### config.mk
export PLATFORM = sky130hd
export DESIGN_NAME = sigma_np
export DESIGN_NICKNAME = d
export VERILOG_FILES = /design/src/rtl/sigma_np.sv
export SDC_FILE = /design/constraint.sdc
export NUM_CORES = 1
export LEC_CHECK = 0
export CAP_MARGIN = 20
export CORE_ASPECT_RATIO = 0.8
export CORE_UTILIZATION = 54
export CTS_BUF_LIST = sky130_fd_sc_hd__clkbuf_8
export DETAILED_ROUTE_END_ITERATION = 10
export PLACE_DENSITY = 0.91
export SKIP_CTS_REPAIR_TIMING = 1
export SYNTH_ARGS = -nofsm -noshare
export SYNTH_HDL_FRONTEND = slang
export SYNTH_SLANG_ARGS = --single-unit
### constraint.sdc
create_clock -name clk -period 3.4 [get_ports clk]
set_clock_uncertainty 0.05 [all_clocks]
set_input_delay 0.68 -clock clk [delete_from_list [all_inputs] [get_ports clk]]
set_output_delay 0.68 -clock clk [all_outputs]
set_load 0.03 [all_outputs]
### src/rtl/sigma_np.sv
// Frame accumulator: sums 2^LOG2N strobed samples and emits the sum and floor average.
// Results and syn_out appear one clk after the Nth strobe edge; there is no backpressure.
module sigma_np #(
  parameter int DW    = 8,
  parameter int LOG2N = 4,
  parameter bit SM_IN = 1'b1
) (
  input  logic                  clk,
  input  logic                  res,
  input  logic                  clr,
  input  logic [DW-1:0]         data_in,
  input  logic                  syn_in,
  output logic [DW+LOG2N-1:0]   data_out,
  output logic [DW-1:0]         data_avg,
  output logic                  syn_out,
  output logic [LOG2N-1:0]      cnt
);
  localparam int AW = DW + LOG2N;

  logic          syn_d;
  logic          pulse;
  logic          last;
  logic [DW-1:0] d;
  logic [AW-1:0] acc;
  logic [AW-1:0] sum;

  assign pulse = syn_in & ~syn_d;
  assign last  = (cnt == {LOG2N{1'b1}});

  // Negating a zero magnitude yields zero, so sign-magnitude -0 needs no special case
  generate
    if (SM_IN) begin : g_sm
      logic [DW-1:0] mag;
      assign mag = {1'b0, data_in[DW-2:0]};
      assign d   = data_in[DW-1] ? -mag : mag;
    end else begin : g_tc
      assign d = data_in;
    end
  endgenerate

  assign sum = acc + {{LOG2N{d[DW-1]}}, d};

  always_ff @(posedge clk) begin
    if (res) begin
      syn_d    <= 1'b0;
      acc      <= '0;
      cnt      <= '0;
      data_out <= '0;
      data_avg <= '0;
      syn_out  <= 1'b0;
    end else begin
      syn_d   <= syn_in;
      syn_out <= 1'b0;
      if (clr) begin
        acc <= '0;
        cnt <= '0;
      end else if (pulse) begin
        if (last) begin
          data_out <= sum;
          data_avg <= sum[AW-1:LOG2N];
          syn_out  <= 1'b1;
          acc      <= '0;
          cnt      <= '0;
        end else begin
          acc <= sum;
          cnt <= cnt + LOG2N'(1);
        end
      end
    end
  end

endmodule

# == Word-level counts from Yosys, hierarchy flattened ==
# Cells that the tools add are included.
# W data, S select, Z words.
# classes
n_mul,0
n_addsub,3
order_cmp,0
muxes,4
eq_ne,1
bitwise,4
n_reduce_logical,3
div,0
shift,0
# op_table
operator,count
$add A12 B12 Y12,1
$mux W12,1
$mux W8,1
$neg A7 Y8,1
$add A4 B1 Y4 const B,1
$eq A4 B4 Y1 const B,1
$mux W4,1
$not A1 Y1,3
$reduce_and A3 Y1,1
$reduce_or A3 Y1,1
$reduce_or A2 Y1,1
$and A1 B1 Y1,1
$mux W1,1
# word_totals
mem_count,0
latch_bits,0
input_bits,12
output_inout_bits,25
mem_bits_ro,0
register_bits,38
ram_bits,0

# == Longest topological paths before layout ==
# depth
ltp_word,4
depth_mapped,12

# == Worst setup path after synthesis ==
# No wires, ideal clock.
# synth_path
kind,input-to-reg
start,in data_in[1]
end,reg data_out[11]
setup_slack_ps,363
n_path_buf,0
arrival_time_ps,2854
stages,9
path_cell_list,or3_4 > o31ai_4 > inv_2 > ha_1 > nand4_1 > or3_1 > a31oi_2 > a21boi_1 > nor4_2
# synth_between
elab_chain_len,3
# synth_rtl
item,line,rtl
"start, declared",11,"input logic [DW-1:0] data_in,"
$neg A7 Y8,35,assign d = data_in[DW-1] ? -mag : mag;
$mux W8 (*),35,
$add A12 B12 Y12 (*),41,"assign sum = acc + {{LOG2N{d[DW-1]}}, d};"
"end signal, assigned",59,data_out <= sum;
"end, declared",13,"output logic [DW+LOG2N-1:0] data_out,"
# Every way passes the cells marked *; elsewhere a longest branch is shown, timed or not.
# A chain may end at the register's enable or synchronous reset.

# == Worst setup path after layout ==
# Same ends and word-level chain as after synthesis.

==> results by group <==
Synth
  – Warnings, synthesis: 0
  – Post-Synthesis Cells: 236
  – Leading area contributor after synthesis: dfxtp_1
  – Top post-synthesis cells by area: dfxtp_1 31%, ha_1 9.1%, nand2_1 6.6%, a21oi_1 4.9%, nor2_1 4.3%
  – Post-synthesis sequential area ratio: 31.09%
  – Synth Net Count: 263
  – FFs w/ async S/R, synth: 0%
  – Synth Cell Area: 1932 µm²
  – Main synth FF type: dfxtp_1
  – Seq cells post-synth: 30
  – Syn Area/Cell: 8.186 µm²
  – Top cell type's share of synthesized area: a little under a third
  – EDFF count, synth: 0
  – Yosys cell types: 47

Timing
  – Worst-Margin Slew: 0.4998 ns
  – Tcrit/Tclk final: 94.03%
  – Worst hold margin: 0.4056 ns
  – Min Tclk post-route: 3.197 ns
  – Worst slew margin: 66.68%
  – Final Hold Viols: 0
  – Setup ws final: a little over 0.2 ns
  – Final setup vio count: 0
  – RSZ-0062 raised after global routing: false
  – Max Freq: around 310 MHz
  – Pins Over Slew Limit: 0

Route
  – Vias: 1960
  – Post-route ant nets: 0
  – DRC Markers: 0
  – DRT Wirelength: 4.955 mm
  – Vias per std cell: 5.939
  – 1st-iter DRT viols: 258
  – Detailed Routing Iterations Pass 1: 4
  – WL/cell: 15.02 µm

Power and ir drop
  – Total power after layout: 0.0009388 W
  – Logic gate share of total power: 20.9%
  – Int Pwr: 0.0006823 W
  – Clock Power Share: 40.2%
  – Total leakage power: 0.9809 nW
  – Power density over cell area: 368.0 nW/µm²
  – Peak supply drop: approximately 0.00029 V
  – P_sw: 0.0002565 W
  – Reg power frac: just under 40%
  – Sw frac: 27.32%

Clock tree
  – Maximum clock insertion buffer count: 2
  – CTS tree: yes
  – CTS HTree Levels: 2
  – Worst-path clk slew: 0.06 ns
  – Clock Root Buffer: clkbuf_8
  – Clock buffer count from CTS: 5
  – Worst-Skew Late Latency: 0.30 ns
  – Sinks on Clock Net: 30

Setup path
  – Capturing element type of the critical path: flip-flop
  – Largest stage delay on the critical path: approximately 0.42 ns
  – R2r startpoint: acc[0]$_SDFFE_PP0P_
  – CP required: 3.57 ns
  – CP Max Fanout: 4
  – FF-to-FF End: data_out[10]$_SDFFE_PP0P_
  – Worst Reg-to-Reg Cells: 8
  – CP Class: in2reg
  – Slowest CP cell: clkdlybuf4s50_1
  – CP Launch Type: input port
  – Crit path DAT: 3.36 ns
  – Crit-path cells: clkdlybuf4s50_1 > or3_4 > o31ai_4 > inv_2 > ha_1 > a21oi_1 > o21ai_1 > a211oi_2 > a31oi_2 > a21boi_1 > nor4_2
  – Reg2Reg Setup Slack: around 1.2 ns

Min path
  – Min-Delay Path Class: reg2reg
  – Hold Startpoint: data_out[3]$_SDFFE_PP0P_
  – WHS Path Cells: 2
  – Hold path endpoint: data_out[3]$_SDFFE_PP0P_

Floorplanning
  – Core area: 3423 µm²
  – Die width: 68.87 µm
  – Initial core utilization: 56.43%
  – I/O Pins: 37
  – Num rows: 19
  – Die height: roughly 56 µm
  – Die area: 3822 µm²

Finish
  – Non-filler cells in the finished layout: 330
  – Commonest cells after routing, fill and taps aside: 36 x clkdlybuf4s50_1, 34 x nand2_1, 30 x dfxtp_1
  – Fin nets: about 320
  – Fillers: 246
  – Leading cell type in the layout, fill and taps excluded: clkdlybuf4s50_1
  – N_diodes: 0
  – Cell area after layout: 2551 µm²
  – Ratio of cells with drive above 1 in the final layout: 16.32%
  – Synthesis-to-layout area growth: 32.06%

Flow run
  – Maxcap violations: 0

Global routing
  – GRT overflow: 0
  – All-layer global routing usage: 29.87%
  – Largest net degree at the start of global routing: 22
  – Global-route wire length before repair: 8.404 mm
  – Number of global-route vias before repair: 1860
  – Initial antenna violation count: 0

Placed design
  – Dpl hpwl: 3.549 mm
  – Placed Area: 2431 µm²
  – DP Worst Slack: -0.1359 ns
  – IO Port Bufs: 36
  – GPL Wtd Cong: 0.9386
  – DP Cell Count: 323

Outcome
  – Status: finished clean
## worst max-delay path: cells and delay by family
family / cells / cell delay (ns)
AOI/OAI and AO/OA: 6 / 1.17
and+or+nand+nor: 2 / 0.64
buffers and inverters: 2 / 0.51
adders and majority gates: 1 / 0.34
## per-stage QoR
step	TNS [ns]	utilization [%]
global placement	-0.09483	71.02
CTS	0	74.31
global route	0	74.52
floorplan	0	-
finish	0	74.52
detailed placement	-0.4584	71.02
## Yosys cell counts (3+ instances only)
| library cell | instances |
|---|---|
| clkbuf_1 | 4 |
| ha_1 | 14 |
| nand3b_1 | 3 |
| a211oi_1 | 5 |
| nand4b_1 | 3 |
| inv_1 | 3 |
| buf_2 | 3 |
| nand2_1 | 34 |
| a22oi_1 | 5 |
| a21oi_1 | 19 |
| o21bai_1 | 3 |
| dfxtp_1 | 30 |
| or4_1 | 6 |
| buf_4 | 8 |
| nand2b_1 | 3 |
| o21ai_1 | 3 |
| or3_4 | 3 |
| nand3_1 | 11 |
| nand4_1 | 4 |
| xnor2_1 | 9 |
| nor2_1 | 22 |
| nor2b_1 | 3 |
| o21ai_0 | 6 |
## cell families (layout without fill, tap and decap cells)
group / count (synthesis) / count (layout) / synth area share (%)
simple gates: 106 / 106 / 28.82
compound gates: 54 / 54 / 18.98
flops: 30 / 30 / 31.09
buf+inv: 20 / 72 / 6.023
fa+ha+maj: 15 / 15 / 10.10
xor+xnor: 11 / 11 / 4.987
## area by class of cell
cell class | count | area [µm²] | share of cell area [%]
flip-flops and latches | 30 | 600.6 | 23.54
well taps | 42 | 52.55 | 2.060
clock inverters | 1 | 30.03 | 1.177
clock buffers | 6 | 82.58 | 3.237
inverters | 4 | 15.01 | 0.5885
repair buffers | 61 | 548.0 | 21.48
multi-input cells | 186 | 1222 | 47.92
## flip-flops by register name, indices dropped and copies added, names as in the netlist
register / cells
acc: 12
cnt: 4
data_out: 12
syn_d: 1
syn_out: 1
## power groups by stage
stage / clock network [W] / registers, W / logic [W]
2_1_floorplan: 0 / 0.000372 / 0.000109
3_3_place_gp: 0 / 0.000372 / 0.000182
6_report: 0.000378 / 0.000365 / 0.000197
4_1_cts: 0.000380 / 0.000364 / 0.000191
3_5_place_dp: 0 / 0.000372 / 0.000187
5_1_grt: 0.000400 / 0.000365 / 0.000213
## per-layer routing
metal | share of wire [%] | GRT usage [%] | vias up
met4 | 2.2 | 11.37 | 0
met2 | 45 | 43.69 | 89
li1 | - | - | 943
met3 | 8.6 | 9.298 | 16
met1 | 44 | 40.41 | 912
met5 | 0 | 0 | -
## how the worst max path moves through the flow
stage / from / endpoint / cells after the start
finish: data_in[1] / data_out[11]$_SDFFE_PP0P_ / 11
global route: data_in[1] / data_out[10]$_SDFFE_PP0P_ / 12
CTS: data_in[3] / data_out[11]$_SDFFE_PP0P_ / 11
detailed placement: data_in[3] / data_out[11]$_SDFFE_PP0P_ / 11
global placement: data_in[3] / data_out[11]$_SDFFE_PP0P_ / 11
floorplan: data_in[1] / data_out[11]$_SDFFE_PP0P_ / 9
Power figures use the tool's default switching activity.
